<file path="config.mk">
export PLATFORM = sky130hd
export DESIGN_NAME = mem_access_unit
export DESIGN_NICKNAME = d
export VERILOG_FILES = /design/src/rtl/mem_access_unit.sv
export SDC_FILE = /design/constraint.sdc
export NUM_CORES = 1
export LEC_CHECK = 0
export CORE_AREA = 2 2 176 160
export CTS_CLUSTER_DIAMETER = 100
export CTS_CLUSTER_SIZE = 10
export DETAILED_ROUTE_END_ITERATION = 8
export DIE_AREA = 0 0 178 162
export GPL_TIMING_DRIVEN = 0
export PLACE_DENSITY_LB_ADDON = 0.08
export SLEW_MARGIN = 20
export SYNTH_ARGS = -nofsm -noshare
export SYNTH_HDL_FRONTEND = slang
export SYNTH_SLANG_ARGS = --single-unit
</file>
<file path="constraint.sdc">
create_clock -name clk -period 2 [get_ports clk]
set_input_delay 0.4 -clock clk [delete_from_list [all_inputs] [get_ports clk]]
set_output_delay 0.4 -clock clk [all_outputs]
set_load 0.005 [all_outputs]
</file>
<file path="src/rtl/mem_access_unit.sv">
// ============================================================================
// Module      : mem_access_unit
// Description : Load/store unit between the memory stage and the data bus.
//               Captures one op at a time, drives a registered bus request,
//               and returns the formatted (shifted and extended) load data
//               as a single-cycle response pulse. Upstream stages are
//               frozen through `stall` while a bus access is in flight.
// Revision    : 1.0 - initial release
// ----------------------------------------------------------------------------
// Build option:
//   MAU_MISALIGN_TRAP_EN  defined   : misaligned ops skip the bus and complete
//                                     with misalign = 1, rsp_rdata = 0.
//                         undefined : misalign is always 0; the address is
//                                     forced to natural alignment and the
//                                     oversize requests are clamped.
// ----------------------------------------------------------------------------
// Ports:
//   clk, reset (async, active low)
//   req_*       memory-stage op in (valid/ready, write, size, unsigned,
//               addr, wdata), flush
//   stall       freeze upstream stages
//   rsp_*       completion pulse, extended load data, misalign flag
//   dreq_*      registered bus request (valid, addr, size, strobe, data)
//   dresp_*     bus completion and raw read data
// ============================================================================
`default_nettype none

module mem_access_unit #(
    parameter int DATA_W = 64,          // 32 or 64
    parameter int ADDR_W = 64,
    parameter int STRB_W = DATA_W / 8   // derived, leave at default
) (
    input  logic              clk,
    input  logic              reset,

    input  logic              req_valid,
    output logic              req_ready,
    input  logic              req_write,
    input  logic [1:0]        req_size,
    input  logic              req_unsigned,
    input  logic [ADDR_W-1:0] req_addr,
    input  logic [DATA_W-1:0] req_wdata,
    input  logic              flush,
    output logic              stall,

    output logic              rsp_valid,
    output logic [DATA_W-1:0] rsp_rdata,
    output logic              misalign,

    output logic              dreq_valid,
    output logic [ADDR_W-1:0] dreq_addr,
    output logic [2:0]        dreq_size,
    output logic [STRB_W-1:0] dreq_strobe,
    output logic [DATA_W-1:0] dreq_data,
    input  logic              dresp_data_ok,
    input  logic [DATA_W-1:0] dresp_data
);

    // Byte-offset width within one bus beat, and the largest natural size.
    localparam int         OFF_W  = $clog2(STRB_W);
    localparam logic [1:0] MAX_SZ = 2'(OFF_W);

    typedef enum logic [1:0] {
        ST_IDLE = 2'd0,
        ST_REQ  = 2'd1,
        ST_RESP = 2'd2
    } state_t;

    // ------------------------------------------------------------------------
    // State and captured-op registers
    // ------------------------------------------------------------------------
    state_t              state_q,       state_d;
    logic                write_q,       write_d;
    logic                unsigned_q,    unsigned_d;
    logic [1:0]          size_q,        size_d;
    logic [OFF_W-1:0]    off_q,         off_d;
    logic                flush_q,       flush_d;

    logic                rsp_valid_q,   rsp_valid_d;
    logic [DATA_W-1:0]   rsp_rdata_q,   rsp_rdata_d;
    logic                misalign_q,    misalign_d;

    logic                dreq_valid_q,  dreq_valid_d;
    logic [ADDR_W-1:0]   dreq_addr_q,   dreq_addr_d;
    logic [2:0]          dreq_size_q,   dreq_size_d;
    logic [STRB_W-1:0]   dreq_strobe_q, dreq_strobe_d;
    logic [DATA_W-1:0]   dreq_data_q,   dreq_data_d;

    // ------------------------------------------------------------------------
    // Request-side formatting (evaluated on the incoming op)
    // ------------------------------------------------------------------------
    logic [1:0]          w_sz_eff;
    logic [OFF_W-1:0]    w_sz_mask;
    logic [ADDR_W-1:0]   w_addr_al;
    logic [OFF_W-1:0]    w_off;
    logic [STRB_W-1:0]   w_strb_base;
    logic [STRB_W-1:0]   w_strb;
    logic [DATA_W-1:0]   w_wdata;
`ifdef MAU_MISALIGN_TRAP_EN
    logic                w_misalign;
`endif

    always_comb begin
        // Oversize requests are clamped to a full beat; in trap mode they
        // are flagged as misaligned below before this value matters.
        w_sz_eff    = (req_size > MAX_SZ) ? MAX_SZ : req_size;
        w_sz_mask   = OFF_W'((32'd1 << w_sz_eff) - 32'd1);
        // Clearing the low size bits is a no-op for an aligned address, so
        // the same path serves both build options.
        w_addr_al   = req_addr & ~ADDR_W'((32'd1 << w_sz_eff) - 32'd1);
        w_off       = w_addr_al[OFF_W-1:0];
        w_strb_base = {STRB_W{1'b1}} >> (STRB_W - (1 << w_sz_eff));
        w_strb      = w_strb_base << w_off;
        w_wdata     = req_wdata << {w_off, 3'b000};
`ifdef MAU_MISALIGN_TRAP_EN
        w_misalign  = (req_size > MAX_SZ) || ((req_addr[OFF_W-1:0] & w_sz_mask) != '0);
`endif
    end

    // ------------------------------------------------------------------------
    // Response-side formatting (uses the captured size/offset)
    // ------------------------------------------------------------------------
    logic [DATA_W-1:0]   w_shifted;
    logic [DATA_W-1:0]   w_fmask;
    logic                w_sign;
    logic [DATA_W-1:0]   w_load;

    always_comb begin
        w_shifted = dresp_data >> {off_q, 3'b000};
        // Field mask covering the access width; all ones for a full beat,
        // which makes the extension step a pass-through in that case.
        w_fmask   = {DATA_W{1'b1}} >> (DATA_W - (8 << size_q));
        // Top bit of the field: the mask bit that is not in mask >> 1.
        w_sign    = |(w_shifted & (w_fmask ^ (w_fmask >> 1)));
        w_load    = (w_shifted & w_fmask) |
                    ((w_sign && !unsigned_q) ? ~w_fmask : '0);
    end

    // ------------------------------------------------------------------------
    // Next-state logic
    // ------------------------------------------------------------------------
    always_comb begin
        state_d       = state_q;
        write_d       = write_q;
        unsigned_d    = unsigned_q;
        size_d        = size_q;
        off_d         = off_q;
        flush_d       = flush_q;
        rsp_valid_d   = rsp_valid_q;
        rsp_rdata_d   = rsp_rdata_q;
        misalign_d    = misalign_q;
        dreq_valid_d  = dreq_valid_q;
        dreq_addr_d   = dreq_addr_q;
        dreq_size_d   = dreq_size_q;
        dreq_strobe_d = dreq_strobe_q;
        dreq_data_d   = dreq_data_q;

        case (state_q)
            ST_IDLE: begin
                if (req_valid) begin
                    write_d    = req_write;
                    unsigned_d = req_unsigned;
                    size_d     = w_sz_eff;
                    off_d      = w_off;
                    flush_d    = 1'b0;
`ifdef MAU_MISALIGN_TRAP_EN
                    if (w_misalign) begin
                        state_d     = ST_RESP;
                        rsp_valid_d = 1'b1;
                        rsp_rdata_d = '0;
                        misalign_d  = 1'b1;
                    end else
`endif
                    begin
                        state_d       = ST_REQ;
                        dreq_valid_d  = 1'b1;
                        dreq_addr_d   = w_addr_al;
                        dreq_size_d   = {1'b0, w_sz_eff};
                        dreq_strobe_d = req_write ? w_strb  : '0;
                        dreq_data_d   = req_write ? w_wdata : '0;
                    end
                end
            end

            ST_REQ: begin
                // A flush only marks the op; the bus access still completes.
                if (flush) begin
                    flush_d = 1'b1;
                end
                if (dresp_data_ok) begin
                    state_d       = ST_RESP;
                    rsp_valid_d   = !(flush_q || flush);
                    rsp_rdata_d   = write_q ? '0 : w_load;
                    misalign_d    = 1'b0;
                    dreq_valid_d  = 1'b0;
                    dreq_addr_d   = '0;
                    dreq_size_d   = '0;
                    dreq_strobe_d = '0;
                    dreq_data_d   = '0;
                end
            end

            ST_RESP: begin
                state_d     = ST_IDLE;
                rsp_valid_d = 1'b0;
                rsp_rdata_d = '0;
                misalign_d  = 1'b0;
                flush_d     = 1'b0;
            end

            default: begin
                state_d = ST_IDLE;
            end
        endcase
    end

    // ------------------------------------------------------------------------
    // Registers
    // ------------------------------------------------------------------------
    always_ff @(posedge clk or negedge reset) begin
        if (!reset) begin
            state_q       <= ST_IDLE;
            write_q       <= 1'b0;
            unsigned_q    <= 1'b0;
            size_q        <= '0;
            off_q         <= '0;
            flush_q       <= 1'b0;
            rsp_valid_q   <= 1'b0;
            rsp_rdata_q   <= '0;
            misalign_q    <= 1'b0;
            dreq_valid_q  <= 1'b0;
            dreq_addr_q   <= '0;
            dreq_size_q   <= '0;
            dreq_strobe_q <= '0;
            dreq_data_q   <= '0;
        end else begin
            state_q       <= state_d;
            write_q       <= write_d;
            unsigned_q    <= unsigned_d;
            size_q        <= size_d;
            off_q         <= off_d;
            flush_q       <= flush_d;
            rsp_valid_q   <= rsp_valid_d;
            rsp_rdata_q   <= rsp_rdata_d;
            misalign_q    <= misalign_d;
            dreq_valid_q  <= dreq_valid_d;
            dreq_addr_q   <= dreq_addr_d;
            dreq_size_q   <= dreq_size_d;
            dreq_strobe_q <= dreq_strobe_d;
            dreq_data_q   <= dreq_data_d;
        end
    end

    // ------------------------------------------------------------------------
    // Outputs
    // ------------------------------------------------------------------------
    assign req_ready   = (state_q == ST_IDLE);
    // Gated by reset so every output other than req_ready reads 0 while
    // reset is held, even with an op presented.
    assign stall       = reset && ((state_q == ST_REQ) ||
                                   ((state_q == ST_IDLE) && req_valid));
    // A flush seen during the response cycle still drops the pulse.
    assign rsp_valid   = rsp_valid_q && !flush;
    assign rsp_rdata   = rsp_rdata_q;
    assign misalign    = misalign_q;
    assign dreq_valid  = dreq_valid_q;
    assign dreq_addr   = dreq_addr_q;
    assign dreq_size   = dreq_size_q;
    assign dreq_strobe = dreq_strobe_q;
    assign dreq_data   = dreq_data_q;

endmodule

`default_nettype wire
</file>
==> key figures <==
Run status
  • Run status: complete, but fails checks
  • Failing checks: hold timing, setup timing

Clock tree
  • Sink Count: 214
  • Htree depth: 1
  • Clock tree from TritonCTS: built
  • Root Buffer: clkbuf_16
  • Max Root-Sink Buffers: 3
  • Number of buffers created by CTS: 25
  • Clk pin slew, worst setup/hold paths: around 60 ps
  • Worst skew pair latency: 540 ps

GRT
  • Grt met3 use: between 9 and 10%
  • Met1 usage: between 40% and 50%
  • Gr ovfl total: 0
  • GRT busiest layer: met2
  • Global-route wire length before repair: about 67000 um
  • M2 GR Usage: around 47%
  • Vias in the first global route: around 11000
  • GRT Util Overall: a little under a third
  • Largest net degree at the start of global routing: just over 80
  • Initial antenna violation count: 3

Timing
  • Slew Limit Fails: 0
  • Hold slack: -257 ps
  • Setup_tns: -5270 ps
  • RSZ-0062 raised after global routing: true
  • Fmax: 456 MHz
  • Worst setup margin: -191 ps
  • Worst-margin pin slew: about 830 ps
  • Setup Viol. Count Final: 52
  • Relative slew slack: 44.8%
  • Clock Skew: between 10 and 15 ps
  • Final Hold Fails: 63
  • Tcrit/Tclk final: 110%
  • Min Tclk post-route: between 2000 and 2500 ps

Synthesis
  • Post-synth EDFFs: 0
  • Syn Area/Cell: between 10 and 15 sq um
  • Top-area cell type share of the netlist area: between 40% and 50%
  • Top_reg_cell synth: dfrtp_1
  • Syn Inst Count: around 1000
  • Post-synthesis cell type count: 54
  • Most common cell in the netlist: dfrtp_1
  • Area leader, netlist: dfrtp_1
  • Largest cells by area after synthesis: dfrtp_1 49%, mux2i_1 11%, a22o_1 7.8%
  • Post-synth top cells: 214 x dfrtp_1, 118 x mux2i_1, 106 x nand2_1
  • FFs w/ async S/R, synth: between 90% and 100%
  • Yosys reg bits: 214
  • Synthesized cell area: about 11000 sq um
  • Register area share after synthesis: between 40 and 50%
  • Yosys warning total: 0

Placement
  • Routability cong.: ~0.96
  • Post-Place Cells: approximately 1800
  • Port bufs: 405
  • DP HPWL: ~34000 um
  • Pre-CTS WS: -1130 ps
  • Placed Area: 15700 sq um

Routing
  • Via Count: about 11000
  • ANT nets after route: 0
  • 1st-iter DRT viols: approximately 1100
  • Drt drc: 0
  • Drt first pass iters: 6
  • WL per Instance: roughly 25 um
  • Via density: 5.96
  • DRT Wirelength: 45900 um

Floorplan
  • Die Y: roughly 160 um
  • I/O pins: 409
  • Rows: 57
  • Starting Density: around two fifths
  • Core ar.: 26900 sq um
  • Die width: roughly 180 um
  • Die footprint: slightly below 30000 sq um

Critical path
  • Worst EP required: roughly 2500 ps
  • Worst Setup Start Kind: flip-flop
  • CP Cell Sequence: buf_6 > buf_6 > mux2i_1 > mux4_2 > nor4_4 > or2_1 > buf_6 > buf_6 > buf_6 > a221o_1
  • Master of the slowest instance on the critical path: mux4_2
  • R2R depth: 10
  • Kind of critical path: flip-flop to flip-flop
  • Bufs and invs on worst path: 5
  • CP arrival: roughly 2700 ps
  • Cell family with most CP delay: multiplexers
  • CP max FO: 5
  • Crit path top cell by count: buf_6
  • CP max stage delay: 530 ps
  • Worst path depth: 10
  • Crit path capture type: flip-flop

Pwr
  • VDD IR max: 0.702 mV
  • Total power: 21.6 mW
  • Pwr/cell area: ~1200 nW/um^2
  • LEAKAGE: around 7.6 nW

Layout
  • Layout cells sized above 1: between 20% and 30%
  • Synthesis-to-finish area growth: 60.5%
  • Fin util: about 65%
  • Non-filler instance count after layout: roughly 1800
  • Fill count: about 2100
  • Final Instance Area: around 18000 sq um
  • Layout Nets: approximately 1700

Min path
  • Min-delay worst type: input pin to asynchronous set/reset pin

Run
  • Max_cap viols: 0
per-layer routing:
metal | wire length [um] | up-vias | part of all wire [%]
met2 | 20500 | 628 | 45
met1 | 18800 | 5405 | 41
met4 | 1910 | 0 | 4.2
met3 | 4690 | 112 | 10
li1 | - | 4719 | -
met5 | 0 | - | 0
final timing paths:
path                               from            end  slack [ps]
setup / recovery               off_q[1]  rsp_rdata[18]        -190
hold / removal                    reset  dreq_data[20]        -260
setup reg to reg               off_q[1]  rsp_rdata[18]        -190
hold reg to reg            dreq_addr[4]   dreq_addr[4]         470
max in group asynchronous         reset  dreq_addr[44]        1510
min in group clk            req_size[0]      size_q[0]         180
flip-flops by register name (all words and copies together) (netlist names):
| signal | cells |
|---|---|
| dreq_addr | 64 |
| dreq_data | 64 |
| rsp_rdata | 64 |
| dreq_strobe | 8 |
| off_q | 3 |
| dreq_size | 2 |
| size_q | 2 |
| state_q | 2 |
| dreq_valid | 1 |
| flush_q | 1 |
| rsp_valid_q | 1 |
| unsigned_q | 1 |
| write_q | 1 |
power breakdown:
| part | switching (mW) | internal (mW) |
|---|---|---|
| Combinational | 4.83 | 5.81 |
| Clock | 1.77 | 2.22 |
| Sequential | 1.10 | 5.88 |
repair_timing:
action | CTS | global route
resized for setup | 170 | 106
pin swaps | 9 | 15
gates cloned | 4 | 3
hold endpoints to repair | 63 | 63
endpoints found under the setup margin | 210 | 190
setup buffers | 23 | 15
layout make-up:
cell class | instances | area [sq um] | area share [%]
Antenna cell | 3 | 7.51 | 0.0428
Buffer | 91 | 769 | 4.38
Clock buffer | 26 | 629 | 3.59
Clock inverter | 2 | 27.5 | 0.157
Inverter | 15 | 56.3 | 0.321
Multi-Input combinational cell | 676 | 5810 | 33.1
Sequential cell | 214 | 5360 | 30.5
Tap cell | 354 | 443 | 2.52
Timing Repair Buffer | 441 | 4450 | 25.3
cells by family after synthesis:
logic type	after synthesis	synth area share [%]
compound gates	313	22.2
simple gates	213	8.98
mux	146	15.4
fa+ha+maj	1	0.114
buf+inv	107	4.32
flops	214	49.0
other cells	1	0.0343
cells in the final DEF (no fill, tap or decap), types with 16 or more instances in the layout:
cell type	count
a21oi_1	28
a22o_1	98
a22oi_1	30
buf_4	42
buf_6	16
clkbuf_16	30
clkbuf_2	20
clkdlybuf4s50_1	399
dfrtp_1	213
mux2i_1	96
mux4_2	17
nand2_1	103
nor2_1	30
o21ai_0	35
Note: power is estimated with default switching activity, not from simulation.
